## src/rtl/fp_sqrt_state_reg_if.sv

```systemverilog
// Handshake/control bundle between the sqrt next-state logic, the state register
// and the FP datapath.
interface fp_sqrt_state_reg_if #(
  parameter int CNT_W = 4
);
  logic             Start_i;
  logic [3:0]       NextState_i;
  logic [3:0]       CurrentState_o;
  logic             LdOperand_o;
  logic             LdExpGuess_o;
  logic [5:0]       IterEn_o;
  logic             CmpEn_o;
  logic             WrResult_o;
  logic [CNT_W-1:0] IterCnt_o;
  logic             Busy_o;
  logic             Done_o;
  logic             Timeout_o;

  modport master (
    output Start_i, NextState_i,
    input  CurrentState_o, LdOperand_o, LdExpGuess_o, IterEn_o, CmpEn_o,
           WrResult_o, IterCnt_o, Busy_o, Done_o, Timeout_o
  );

  modport slave (
    input  Start_i, NextState_i,
    output CurrentState_o, LdOperand_o, LdExpGuess_o, IterEn_o, CmpEn_o,
           WrResult_o, IterCnt_o, Busy_o, Done_o, Timeout_o
  );
endinterface

```

## src/rtl/fp_sqrt_state_reg.sv

```systemverilog
// State register and Moore control decoder for the FP square-root controller, with
// start gating, a Newton-loop watchdog and a Busy/Done handshake.
module fp_sqrt_state_reg #(
  parameter int MAX_ITER = 8,
  parameter int CNT_W    = 4
) (
  input  logic                 Clk_i,
  input  logic                 Rst_n_i,
  fp_sqrt_state_reg_if.slave   bus
);

  typedef enum logic [3:0] {
    S0 = 4'd0, S1 = 4'd1, S2 = 4'd2, S3 = 4'd3, S4 = 4'd4, S5 = 4'd5,
    S6 = 4'd6, S7 = 4'd7, S8 = 4'd8, S9 = 4'd9, S10 = 4'd10
  } state_e;

  localparam logic [CNT_W-1:0] CNT_MAX  = CNT_W'(MAX_ITER);
  localparam logic [CNT_W-1:0] CNT_LAST = CNT_W'(MAX_ITER - 1);

  state_e           state_q, state_d;
  logic [CNT_W-1:0] cnt_q, cnt_d;
  logic             to_q, to_d;
  logic             done_q, done_d;
  logic             illegal;

  assign illegal = (state_q > S10);

  always_ff @(posedge Clk_i or negedge Rst_n_i) begin
    if (!Rst_n_i) begin
      state_q <= S0;
      cnt_q   <= '0;
      to_q    <= 1'b0;
      done_q  <= 1'b0;
    end else begin
      state_q <= state_d;
      cnt_q   <= cnt_d;
      to_q    <= to_d;
      done_q  <= done_d;
    end
  end

  always_comb begin
    state_d = state_e'(bus.NextState_i);
    cnt_d   = cnt_q;
    to_d    = to_q;
    done_d  = (state_q == S10);
    if (illegal) begin
      state_d = S0;
    end else if (state_q == S0) begin
      // NextState_i is ignored in idle; only a start request leaves S0.
      state_d = bus.Start_i ? S1 : S0;
      if (bus.Start_i) begin
        cnt_d = '0;
        to_d  = 1'b0;
      end
    end else if (state_q == S9) begin
      if (cnt_q != CNT_MAX) cnt_d = cnt_q + 1'b1;
      if (cnt_q == CNT_LAST) begin
        state_d = S10;
        if (bus.NextState_i == 4'(S3)) to_d = 1'b1;
      end
    end
  end

  always_comb begin
    bus.LdOperand_o  = (state_q == S1);
    bus.LdExpGuess_o = (state_q == S2);
    for (int k = 0; k < 6; k++) bus.IterEn_o[k] = (4'(state_q) == 4'(k + 3));
    bus.CmpEn_o      = (state_q == S9);
    bus.WrResult_o   = (state_q == S10);
    bus.Busy_o       = (state_q != S0) && !illegal;
  end

  assign bus.CurrentState_o = 4'(state_q);
  assign bus.IterCnt_o      = cnt_q;
  assign bus.Done_o         = done_q;
  assign bus.Timeout_o      = to_q;

endmodule

```

## src/flat_wrapper.sv

```systemverilog
// flat-port wrapper written by rule: the top's interface ports become plain ports
module fp_sqrt_state_reg_flat 
#(
  parameter int MAX_ITER = 8,
  parameter int CNT_W    = 4
)
  (Clk_i, Rst_n_i, bus_Start_i, bus_NextState_i, bus_CurrentState_o, bus_LdOperand_o, bus_LdExpGuess_o, bus_IterEn_o, bus_CmpEn_o, bus_WrResult_o, bus_IterCnt_o, bus_Busy_o, bus_Done_o, bus_Timeout_o);
  fp_sqrt_state_reg_if #(.CNT_W(CNT_W)) bus_i ();
  input  logic Clk_i;
  input  logic Rst_n_i;
  input wire logic [$bits(bus_i.Start_i)-1:0] bus_Start_i;
  input wire logic [$bits(bus_i.NextState_i)-1:0] bus_NextState_i;
  output wire logic [$bits(bus_i.CurrentState_o)-1:0] bus_CurrentState_o;
  output wire logic [$bits(bus_i.LdOperand_o)-1:0] bus_LdOperand_o;
  output wire logic [$bits(bus_i.LdExpGuess_o)-1:0] bus_LdExpGuess_o;
  output wire logic [$bits(bus_i.IterEn_o)-1:0] bus_IterEn_o;
  output wire logic [$bits(bus_i.CmpEn_o)-1:0] bus_CmpEn_o;
  output wire logic [$bits(bus_i.WrResult_o)-1:0] bus_WrResult_o;
  output wire logic [$bits(bus_i.IterCnt_o)-1:0] bus_IterCnt_o;
  output wire logic [$bits(bus_i.Busy_o)-1:0] bus_Busy_o;
  output wire logic [$bits(bus_i.Done_o)-1:0] bus_Done_o;
  output wire logic [$bits(bus_i.Timeout_o)-1:0] bus_Timeout_o;
  assign bus_i.Start_i = bus_Start_i;
  assign bus_i.NextState_i = bus_NextState_i;
  assign bus_CurrentState_o = bus_i.CurrentState_o;
  assign bus_LdOperand_o = bus_i.LdOperand_o;
  assign bus_LdExpGuess_o = bus_i.LdExpGuess_o;
  assign bus_IterEn_o = bus_i.IterEn_o;
  assign bus_CmpEn_o = bus_i.CmpEn_o;
  assign bus_WrResult_o = bus_i.WrResult_o;
  assign bus_IterCnt_o = bus_i.IterCnt_o;
  assign bus_Busy_o = bus_i.Busy_o;
  assign bus_Done_o = bus_i.Done_o;
  assign bus_Timeout_o = bus_i.Timeout_o;
  fp_sqrt_state_reg #(.MAX_ITER(MAX_ITER), .CNT_W(CNT_W)) u_core (.Clk_i(Clk_i), .Rst_n_i(Rst_n_i), .bus(bus_i));
endmodule
```

## config.mk

```make
export PLATFORM = sky130hd
export DESIGN_NAME = fp_sqrt_state_reg_flat
export DESIGN_NICKNAME = d
export VERILOG_FILES = /design/src/rtl/fp_sqrt_state_reg_if.sv /design/src/rtl/fp_sqrt_state_reg.sv /design/src/flat_wrapper.sv
export SDC_FILE = /design/constraint.sdc
export NUM_CORES = 1
export LEC_CHECK = 0
export BUFFER_PORTS_ARGS = -buffer_cell sky130_fd_sc_hd__buf_2
export CAP_MARGIN = 25
export CORE_MARGIN = 2
export CORE_UTILIZATION = 35
export CTS_CLUSTER_DIAMETER = 200
export CTS_CLUSTER_SIZE = 30
export DETAILED_ROUTE_END_ITERATION = 6
export PLACE_DENSITY = 0.65
export SLEW_MARGIN = 20
export SYNTH_ARGS = -nofsm -noshare
export SYNTH_HDL_FRONTEND = slang
export SYNTH_SLANG_ARGS = --single-unit
```

## constraint.sdc

```tcl
create_clock -name Clk_i -period 1.4 [get_ports Clk_i]
set_input_delay 0.14 -clock Clk_i [delete_from_list [all_inputs] [get_ports Clk_i]]
set_output_delay 0.14 -clock Clk_i [all_outputs]
set_load 0.01 [all_outputs]
```

==> flow_summary.ini <==
[logic_synthesis]
seq_area_frac_synth_pct = 41.8
ys_top_cells_by_area = dfrtp_1, ha_1, nor3_1, nor4_4, a21oi_1
syn_inst = 61
synth_area_leader_cell = dfrtp_1
synth-main-ff-cell = dfrtp_1
postSynth.asyncResetShare_pct = 100
ys_ff_latch = 10
yosysWarnings = 0
synth-edff-count = 0
ys_types = 27
synth_top_area_share_pct = 41.8
synth_nets = 70
syn_avg_cell_area_um2 = 9.83
synth_area_um2 = 599

[timing]
fin_crit_ns = 1.53
setup_violations = 10
hold_viol_final = 0
worst_slack_ns = -0.128
drv_slew = 0
worstMarginPinSlew_ns = 0.302
fin_crit_sh_pct = 109
hold_ws_ns = 0.0768
clock.fmax_mhz = 655
finClkSkew_ns = 0.000460
relSlewSlack_pct = 79.9
grt_setup_unrepaired = yes

[global_route]
use_met1_pct = 21.6
antenna_found_initial = 0
grtUsageTotal_pct = 19.2
first_global_vias = 629
globalRoute.totalOverflow = 0
grt.busiest_layer = met2
grtUsageMet2_pct = 32.1
grt_pass1_wl_um = 2730
grt_max_degree = 13
gr-usage-met3_pct = 5.16

[finish]
num_antenna_cells = 0
instances_no_fill = 127
register_area_um2 = 254
multi_input_area_um2 = 399
n_fill_cell = 132
final_common_cell = buf_2
layout-drive-gt1-share_pct = 61.3
nets = 121
final_cell_mix = buf_2, buf_6, buf_4
area_growth_pct = 77.9

[worst_hold_path]
hold_path_class = in -> reg
worstHoldPathCells = 2
min-delay-start = bus_Start_i
min_to = u_core.bus.Timeout_o$_DFFE_PN0P_

[routing]
drc = 0
routed_wl_um = 1960
viasPerCell = 5.61
postRouteAntennaNets = 0
drt_iter0_markers = 6
vias = 712
routedWlPerCell_um = 15.4
dr.pass1.iters = 4

[clocking]
clk_pin_slew_ns = 0.07
numCtsBuffers = 3
htree_levels = 1
clock_sinks = 10
cts_tree = built
cts_root_buf = clkbuf_4
clock_latency_ns = 0.27
clock_path_buffers = 2

[pwr]
p_comb_share_pct = 57.0
p_seq_share_pct = 28.0
p_sw_share_pct = 40.4
p_sw_uw = 731
leakage_uw = 0.000559
clockPowerShare_pct = 15.0
peakVddDrop_uv = 863
p_int_uw = 1080
power_density_mw_per_mm2 = 1700

[flow_run]
cap_violations = 0

[outcome]
violations = setup timing
run_status = finished with violations

[floorplan]
core_mm2 = 0.00156
fp.dieH_um = 45.4
pin_count = 28
die_x_um = 45.4
dieArea_mm2 = 0.00206
rows = 14
initial_core_util_pct = 38.4

[critical_path]
r2r-start = u_core.bus.CurrentState_o[3]$_DFF_PN0_
cp.arrival_ns = 1.39
crit_chain = nor4_4 -> buf_4 -> a21oi_4 -> buf_2
crit_fanout = 4
critPathLaunchType = register
cp_num_buf_inv = 2
rr_worst_depth = 6
crit_required_ns = 1.26
max_stage_delay_ns = 0.45
crit_family = flip-flops
cp_slowest_cell = dfrtp_2
r2r_slack_ns = -0.07
critPathKind = reg -> out
worstReg2RegEnd = u_core.bus.CurrentState_o[2]$_DFF_PN0_
endpoint_kind = output port

[placed_design]
dp_hpwl_um = 1110
dpl.cell_count = 108
io_buffers = 27
place_congestion = 0.805
per-stage QoR:
stage / power, uW / utilization [%] / setup slack (ns) / TNS, ns / instance area [um2]
after floorplan: 910 / - / -0.0909 / -0.111 / 602
after detailed placement: 1190 / 50.6 / 0.0388 / 0 / 790
after CTS: 1620 / 61.4 / -0.0917 / -0.273 / 957
after global routing: 1910 / 68.4 / -0.192 / -1.24 / 1070
after global placement: 1180 / 50.6 / 0.0364 / 0 / 790
final: 1810 / 68.4 / -0.128 / -0.419 / 1070
layer usage:
metal	up-vias	share of wire (%)
met5	-	0
met4	0	2.2
met3	4	5.9
met2	26	54
met1	350	37
li1	332	-
worst max path at each step:
stage | depth (start not counted) | endpoint | from | slack, ns
3_5_place_dp | 3 | u_core.bus.CurrentState_o[0]$_DFF_PN0_ | u_core.bus.CurrentState_o[2]$_DFF_PN0_ | 0.04
3_3_place_gp | 3 | u_core.bus.CurrentState_o[0]$_DFF_PN0_ | u_core.bus.CurrentState_o[2]$_DFF_PN0_ | 0.04
5_1_grt | 4 | bus_Busy_o | u_core.bus.CurrentState_o[3]$_DFF_PN0_ | -0.19
6_report | 4 | bus_Busy_o | u_core.bus.CurrentState_o[3]$_DFF_PN0_ | -0.13
4_1_cts | 4 | bus_Busy_o | u_core.bus.CurrentState_o[3]$_DFF_PN0_ | -0.09
2_1_floorplan | 3 | u_core.bus.CurrentState_o[0]$_DFF_PN0_ | u_core.bus.CurrentState_o[0]$_DFF_PN0_ | -0.09
cell usage after synthesis, types with 2 or more instances:
library cell,number
a211o_1,2
a21o_1,2
a21oi_1,4
a31oi_1,3
buf_2,2
dfrtp_1,10
ha_1,2
inv_1,4
nand2_1,2
nand2b_1,3
nand3_1,2
nor2_1,4
nor3_1,5
o211ai_1,2
o21a_1,2
sequential cells by signal (all words and copies together) (netlist names):
| signal | flops |
|---|---|
| u_core.bus.Timeout_o | 1 |
| u_core.bus.CurrentState_o | 4 |
| u_core.bus.IterCnt_o | 4 |
| u_core.bus.Done_o | 1 |
worst register-to-register path, delay by kind of cell, from the launching register on:
family	cells	cell delay, ns
AND/OR/NAND/NOR	2	0.47
flip-flops	1	0.45
buffers and inverters	3	0.42
AO/OA/AOI/OAI	1	0.03
final cells by class:
type                            count  area share [%]
Clock buffer                        4            3.40
Inverter                            4            1.41
Multi-Input combinational cell     45            37.4
Sequential cell                    10            23.8
Tap cell                           16            1.88
Timing Repair Buffer               48            32.0
cells by family after synthesis:
group	count (synthesis)	synth area share (%)
AOI/OAI and AO/OA	19	23.8
buffers and inverters	6	4.17
DFF	10	41.8
and+or+nand+nor	24	26.1
adders and majority gates	2	4.17
power by group through the flow:
stage	Sequential, uW	Combinational [uW]	Clock (uW)
after floorplan	536	374	0
after global placement	504	679	0
after detailed placement	508	679	0
after CTS	503	854	263
after global routing	520	1100	296
final	506	1030	271
what timing repair did:
item / in CTS / in global routing
setup buffers: 8 / 7
pin swaps: 3 / 7
endpoints found under the hold margin: 10 / 0
hold buffers: 1 / 0
resized for setup: 13 / 16
endpoints found under the setup margin: 9 / 19
Power figures use the tool's default switching activity.
